[config.mk]
export PLATFORM = sky130hd
export DESIGN_NAME = gf180mcu_fd_sc_mcu7t5v0__muxn_sync
export DESIGN_NICKNAME = d
export VERILOG_FILES = /design/src/rtl/gf180mcu_fd_sc_mcu7t5v0__muxn_pkg.sv /design/src/rtl/gf180mcu_fd_sc_mcu7t5v0__muxn_core.sv /design/src/rtl/gf180mcu_fd_sc_mcu7t5v0__muxn_sync.sv
export SDC_FILE = /design/constraint.sdc
export NUM_CORES = 1
export LEC_CHECK = 0
export ABC_CLOCK_PERIOD_IN_PS = 1700
export BUFFER_PORTS_ARGS = -buffer_cell sky130_fd_sc_hd__buf_4
export CORE_AREA = 5 5 42 44
export DETAILED_ROUTE_END_ITERATION = 16
export DIE_AREA = 0 0 47 49
export PLACE_DENSITY = 0.67
export SLEW_MARGIN = 30
export SYNTH_ARGS = -nofsm -noshare
export SYNTH_HDL_FRONTEND = slang
export SYNTH_SLANG_ARGS = --single-unit
[constraint.sdc]
create_clock -name CLK -period 1.7 [get_ports CLK]
set_clock_uncertainty 0.15 [all_clocks]
set_input_delay 0.255 -clock CLK [delete_from_list [all_inputs] [get_ports CLK]]
set_output_delay 0.255 -clock CLK [all_outputs]
set_load 0.005 [all_outputs]
[src/rtl/gf180mcu_fd_sc_mcu7t5v0__muxn_pkg.sv]
// Shared types and helpers for the synchronous break-before-make N:1 mux.
package gf180mcu_fd_sc_mcu7t5v0__muxn_pkg;

    typedef enum logic [1:0] {
        ST_IDLE   = 2'd0,
        ST_GUARD  = 2'd1,
        ST_COMMIT = 2'd2
    } muxn_state_e;

    // Guard counter width; covers GUARD values 0..15.
    localparam int unsigned CNT_W = 4;

    function automatic int sel_width(input int n);
        int w;
        w = $clog2(n);
        return (w < 1) ? 1 : w;
    endfunction

endpackage

[src/rtl/gf180mcu_fd_sc_mcu7t5v0__muxn_core.sv]
// Combinational NUM_IN:1 selector of WIDTH-bit channels packed into one bus.
module gf180mcu_fd_sc_mcu7t5v0__muxn_core #(
    parameter int WIDTH  = 1,
    parameter int NUM_IN = 4,
    parameter int SELW   = 2
) (
    input  logic [NUM_IN*WIDTH-1:0] din,
    input  logic [SELW-1:0]         sel,
    output logic [WIDTH-1:0]        dout
);

    // Out-of-range selects yield zero rather than an undefined slice.
    always_comb begin
        dout = '0;
        for (int unsigned k = 0; k < NUM_IN; k++) begin
            if (sel == SELW'(k)) begin
                dout = din[k*WIDTH +: WIDTH];
            end
        end
    end

endmodule

[src/rtl/gf180mcu_fd_sc_mcu7t5v0__muxn_sync.sv]
// Registered N:1 mux with handshaked channel switching and a break-before-make
// guard interval during which Z either holds or is forced to zero.
module gf180mcu_fd_sc_mcu7t5v0__muxn_sync
    import gf180mcu_fd_sc_mcu7t5v0__muxn_pkg::*;
#(
    parameter  int WIDTH     = 1,
    parameter  int NUM_IN    = 4,
    parameter  int GUARD     = 2,
    parameter  int HOLD_MODE = 0,
    localparam int SELW      = sel_width(NUM_IN)
) (
    input  logic                    CLK,
    input  logic                    RST,
    input  logic [NUM_IN*WIDTH-1:0] I,
    input  logic [SELW-1:0]         SEL_REQ,
    input  logic                    SEL_VLD,
    output logic                    SEL_RDY,
    output logic [WIDTH-1:0]        Z,
    output logic [SELW-1:0]         SEL_CUR,
    output logic                    SWITCHING,
    output logic                    ERR
);

    muxn_state_e      state_q, state_d;
    logic [SELW-1:0]  sel_cur_q, sel_cur_d;
    logic [SELW-1:0]  pend_q, pend_d;
    logic [CNT_W-1:0] cnt_q, cnt_d;
    logic [WIDTH-1:0] z_q, z_d;
    logic             err_q, err_d;
    logic [WIDTH-1:0] mux_out;
    logic [WIDTH-1:0] z_switch;
    logic             accept;
    logic             req_bad;

    gf180mcu_fd_sc_mcu7t5v0__muxn_core #(
        .WIDTH  (WIDTH),
        .NUM_IN (NUM_IN),
        .SELW   (SELW)
    ) u_core (
        .din  (I),
        .sel  (sel_cur_q),
        .dout (mux_out)
    );

    assign SEL_RDY   = (state_q == ST_IDLE) && !RST;
    assign SWITCHING = (state_q != ST_IDLE);
    assign SEL_CUR   = sel_cur_q;
    assign Z         = z_q;
    assign ERR       = err_q;

    assign accept   = SEL_VLD && (state_q == ST_IDLE);
    assign req_bad  = int'(SEL_REQ) >= NUM_IN;
    assign z_switch = (HOLD_MODE != 0) ? '0 : z_q;

    always_comb begin
        state_d   = state_q;
        sel_cur_d = sel_cur_q;
        pend_d    = pend_q;
        cnt_d     = cnt_q;
        z_d       = z_q;
        err_d     = 1'b0;
        case (state_q)
            ST_IDLE: begin
                z_d = mux_out;
                if (accept) begin
                    if (req_bad) begin
                        err_d = 1'b1;
                    end else if (SEL_REQ != sel_cur_q) begin
                        pend_d = SEL_REQ;
                        if (GUARD == 0) begin
                            state_d = ST_COMMIT;
                        end else begin
                            state_d = ST_GUARD;
                            cnt_d   = CNT_W'(GUARD - 1);
                        end
                    end
                end
            end
            ST_GUARD: begin
                z_d = z_switch;
                if (cnt_q == '0) begin
                    state_d = ST_COMMIT;
                end else begin
                    cnt_d = cnt_q - 1'b1;
                end
            end
            ST_COMMIT: begin
                z_d       = z_switch;
                sel_cur_d = pend_q;
                state_d   = ST_IDLE;
            end
            default: begin
                state_d = ST_IDLE;
            end
        endcase
    end

    always_ff @(posedge CLK) begin
        if (RST) begin
            state_q   <= ST_IDLE;
            sel_cur_q <= '0;
            pend_q    <= '0;
            cnt_q     <= '0;
            z_q       <= '0;
            err_q     <= 1'b0;
        end else begin
            state_q   <= state_d;
            sel_cur_q <= sel_cur_d;
            pend_q    <= pend_d;
            cnt_q     <= cnt_d;
            z_q       <= z_d;
            err_q     <= err_d;
        end
    end

endmodule

== After elaboration in Yosys (flattened, before gate mapping) ==
Cells that the tools add are included.
Storage, ports and cells
  bits in registers: 11
  output and inout port bits: 6
  word-level logic and storage cells: 39
Cells by class
  $add $sub $neg: 1
  eq/ne operators: 10
  mux-type cells: 12
  reduce and logical (&&, ||, !) cells: 11
Operators by type and width (number)
  $mux W4: 3
  $pmux W4 S2: 1
  $eq A2 B2 Y1 const B: 3
  $mux W2: 3
  $ne A2 B2 Y1 const B: 3
  $reduce_and A3 Y1: 2
  $eq A2 B1 Y1 const B: 2
  $logic_not A2 Y1: 2
  $logic_not A4 Y1: 1
  $mux W1: 4
  $pmux W2 S2: 1
  $reduce_and A4 Y1: 1
  $reduce_bool A2 Y1: 2
  $sub A4 B1 Y4 const B: 1
  $logic_and A1 B1 Y1: 2
  $ne A2 B1 Y1 const B: 1
  $ne A2 B2 Y1: 1
  $logic_not A1 Y1: 1

== Logic depth before layout (Yosys ltp) ==
  depth after elaboration: 5
  gate-level depth with buffers: 5
  gate-level depth less buffers: 5

== Cells and area by module ==
From an unflattened synthesis, not the netlist that was laid out.
Unflattened totals
  cells, all modules: 63
  area, all modules: 568.0 um2
By module, submodules not included
  gf180mcu_fd_sc_mcu7t5v0__muxn_sync: times used 1, cells an instance 62, area an instance 545.5 um2, seq. area each 220.2 um2
  gf180mcu_fd_sc_mcu7t5v0__muxn_core: times used 1, cells an instance 1, area an instance 22.5 um2, seq. area each 0.0 um2

== Worst setup path after synthesis ==
Ideal clock, no wire load.
  path type: register -> register
  start: register sel_cur_q[0] (netlist: SEL_CUR[0])
  end: register z_q (netlist: Z)
  library setup time: 120 ps
  data arrival time: 1008 ps
  required time: 1430 ps
  setup slack: 421 ps
  stages on the path, launching flop included: 4
  path buffers: 0
  clock period less this slack: 1279 ps
  cells stage by stage: dfxtp_1 -> mux4_2 -> nand2_1 -> a21oi_1
On the way
  word-level cells in the longest chain between the ends: 5
Ends and longest elaborated chain
  start: declaration: RTL line gf180mcu_fd_sc_mcu7t5v0__muxn_sync.sv:25  | logic [SELW-1:0] sel_cur_q, sel_cur_d;
  start signal: assignment: RTL line gf180mcu_fd_sc_mcu7t5v0__muxn_sync.sv:108  | sel_cur_q <= sel_cur_d;
  $logic_not A2 Y1: RTL line gf180mcu_fd_sc_mcu7t5v0__muxn_core.sv:16  | if (sel == SELW'(k)) begin
  $mux W1 (3 in a row): RTL line gf180mcu_fd_sc_mcu7t5v0__muxn_core.sv:16
  $mux W1 *: RTL line gf180mcu_fd_sc_mcu7t5v0__muxn_core.sv:16
  end signal: assignment: RTL line gf180mcu_fd_sc_mcu7t5v0__muxn_sync.sv:111  | z_q <= z_d;
  end: declaration: RTL line gf180mcu_fd_sc_mcu7t5v0__muxn_sync.sv:28  | logic [WIDTH-1:0] z_q, z_d;
Mark *: on every way between the ends. The rest lies on a longest branch, timed or not.
A chain may end at the register's enable or synchronous reset.

== Worst setup path in the final report ==
  start: register state_q[0]
  end: output SEL_RDY
On the way
  word-level cells in the longest chain between the ends: 2
Ends and longest elaborated chain
  start: declaration: RTL line gf180mcu_fd_sc_mcu7t5v0__muxn_sync.sv:24  | muxn_state_e state_q, state_d;
  start signal: assignment: RTL line gf180mcu_fd_sc_mcu7t5v0__muxn_sync.sv:107  | state_q <= state_d;
  $logic_not A2 Y1: RTL line gf180mcu_fd_sc_mcu7t5v0__muxn_sync.sv:45  | assign SEL_RDY = (state_q == ST_IDLE) && !RST;
  $logic_and A1 B1 Y1: RTL line gf180mcu_fd_sc_mcu7t5v0__muxn_sync.sv:45
  end: declaration: RTL line gf180mcu_fd_sc_mcu7t5v0__muxn_sync.sv:17  | output logic SEL_RDY,
Every way passes these cells.

==> metrics <==
final WL between 1 and 1.5 mm; clock sink count 11; clk root buf clkbuf_4; PwrDens between 800 and 900 mW/mm^2; IO Pins 15; Setup CP Type reg -> out; fill count ~140; number of global-route vias before repair roughly 470; CP Cell Sequence nor2_2 > inv_1 > nor2_1 > buf_4; top layer reached by signal wires met3; TNS Setup 0 ns; H-Tree Depth 1; share of layout cells above drive strength 1 0.263; GRT overflow 0; antenna violations before repair 0; max frequency ~670 MHz; Flop pwr share 0.493; Initial Utilization 0.407; Combinational Power Share 0.201; GPL Wtd Cong roughly 0.74; I/O Buffers 13; Crit-path slowest cell dfxtp_1; status finished, final reports clean; Worst Path Required 1.29 ns; ys flop type dfxtp_1; Post-route DRC 0; Setup Viol. Count Final 0; area of the mapped netlist roughly 570 sq um; Crit Path Max Fanout 6; top-area cell type share of the netlist area 0.386; Seq cells post-synth 11; post-synth cell types 27; GRT Total Usage 0.113; Area growth syn-to-layout 23.5%; WL met3 between 50 and 60 microns; die height about 49 microns; vias per inst 5.28; Synth area leaders dfxtp_1 39%, mux2i_1 7.0%, ha_1 4.4%; WP buf/inv 2; sequential area share after synthesis 0.386; Syn Inst Count 61; final max-slew violation count 0; syn nets between 70 and 80; crit-path leading delay family flip-flops; die area approximately 0.0023 sq mm; clk buf depth 2; Placed Area 676 sq um; Worst EP arrival around 1.1 ns; reg-to-reg critical path startpoint cnt_q[1]; RSZ-0062 raised after global routing false; Yosys top cell by area dfxtp_1; Hold WS approximately 0.084 ns; switching share of power 0.274; Pwr Total about 580 uW; Pint 423 uW; Clock transition at path regs about 0.070 ns; critical path capture point type output pin; Hold Vio Cnt, Final 0; nets 88; PnR worst setup slack around 0.20 ns; Synth Warn # 0; CTS hold repair buffers 0; via count roughly 500; CP startpoint kind flop; Post-Syn Area per Cell around 9.4 sq um; peak supply drop approximately 0.53 mV; 1st-iter DRT viols 8; first-pass GRT wire length approximately 1.9 mm; hold crit path type in -> reg; clock tree from TritonCTS built; Metal-1 WL approximately 530 microns; number of routed nets with antenna violations 0; die width 47 microns; Worst-Skew Late Latency ~0.27 ns; average wire per standard cell ~12 microns; core footprint ~0.0014 sq mm; met2 WL ~560 microns; number of CTS-inserted buffers 3; beginning of the critical path state_q[0]; std cell rows 14; most frequent cells after synthesis 11 x dfxtp_1, 5 x inv_1, 5 x nand2_1, 5 x nor2_1, 4 x mux2i_1; DR pass1 iterations 2; EDFF count, synth 0; Ant. Diodes 0; post-route cell area around 700 sq um; min cycle time layout approximately 1.5 ns; largest net degree at the start of global routing 11; sw power around 160 uW; Clock Power Share 0.306; fraction of registers with async set/reset 0; P_leak about 0.31 nW; most common cell in the netlist dfxtp_1; Max Cap Viol 0; Post-DP HPWL just under 900 microns; fin crit share 0.884; Worst Hold Launch RST; Max stage delay on crit path approximately 0.36 ns; worst slack, placed 0.348 ns
[logic make-up after synthesis]
| kind of cell | share of synthesized area |
|---|---|
| flip-flops | 0.386 |
| buffers and inverters | 0.0548 |
| AND/OR/NAND/NOR | 0.178 |
| adder cells (fa/ha/maj) | 0.0439 |
| other | 0.00657 |
| XOR/XNOR | 0.0307 |
| AO/OA/AOI/OAI | 0.191 |
| multiplexers | 0.110 |
[final timing paths]
check | endpoint | slack, ns | cells past startpoint
worst max-delay path | SEL_RDY | 0.20 | 4
worst min-delay path | Z | 0.08 | 2
worst max register to register | cnt_q[1] | 0.35 | 5
worst min register to register | pend_q[0] | 0.32 | 2
[per-stage QoR]
| stage | utilization | cells |
|---|---|---|
| floorplan | - | 61 |
| global placement | 0.482 | 88 |
| detailed placement | 0.482 | 88 |
| CTS | 0.501 | 92 |
| global route | 0.503 | 92 |
| finish | 0.503 | 92 |
[routing by layer]
layer,global-route usage,up-vias
met3,0.0554,0
met4,0.0276,0
met2,0.174,8
met1,0.139,230
met5,0,-
li1,-,248
[sequential cells by signal (all words and copies together) (netlist names)]
name and flops:
SEL_CUR 2, Z 1, cnt_q 4, pend_q 2, state_q 2
[cell usage in the layout, fill, tap and decap left out]
cell type | synthesis | final
dfxtp_1 | 11 | 11
conb_1 | 1 | 1
nor2b_1 | 1 | 1
o41ai_1 | 1 | 1
nor3b_1 | 2 | 2
mux4_2 | 1 | 1
buf_4 | 1 | 13
nor4_1 | 1 | 1
clkbuf_4 | 0 | 3
o21ai_0 | 2 | 2
mux2i_1 | 4 | 4
o211a_4 | 1 | 1
a21oi_1 | 2 | 2
clkbuf_1 | 0 | 1
nor2_2 | 0 | 1
a211oi_1 | 1 | 1
o32ai_1 | 1 | 1
o211ai_1 | 2 | 2
nand2_1 | 5 | 5
a211oi_2 | 1 | 1
inv_1 | 5 | 5
ha_1 | 2 | 2
nand2b_1 | 3 | 3
nand4b_1 | 2 | 2
o21ai_1 | 1 | 1
nor2_1 | 5 | 4
a31oi_1 | 1 | 1
xor2_1 | 2 | 2
o31ai_1 | 1 | 1
[cell type report]
type	instances	area [sq um]	area share
multi-input combinational	43	322	0.456
tap	16	20.0	0.0284
timing repair buffer	13	97.6	0.139
sequential	11	220	0.313
clock buffer	4	26.3	0.0373
inverter	5	18.8	0.0266
[worst reg2reg max path, stage by stage, from the launching register on]
cell	delay [ns]
dfxtp_1	0.38
inv_1	0.08
ha_1	0.19
nor3b_1	0.15
o211ai_1	0.18
o32ai_1	0.11
[power by group through the flow]
stage	logic [mW]	clock network, mW	registers (mW)
finish	0.117	0.178	0.287
global route	0.134	0.203	0.290
floorplan	0.0779	0	0.289
CTS	0.118	0.188	0.286
global placement	0.116	0	0.292
detailed placement	0.118	0	0.292
[what timing repair did]
item	in CTS	in global routing
setup endpoints to repair	0	1
setup buffers	0	0
resized for setup	0	1
Power figures use the tool's default switching activity.
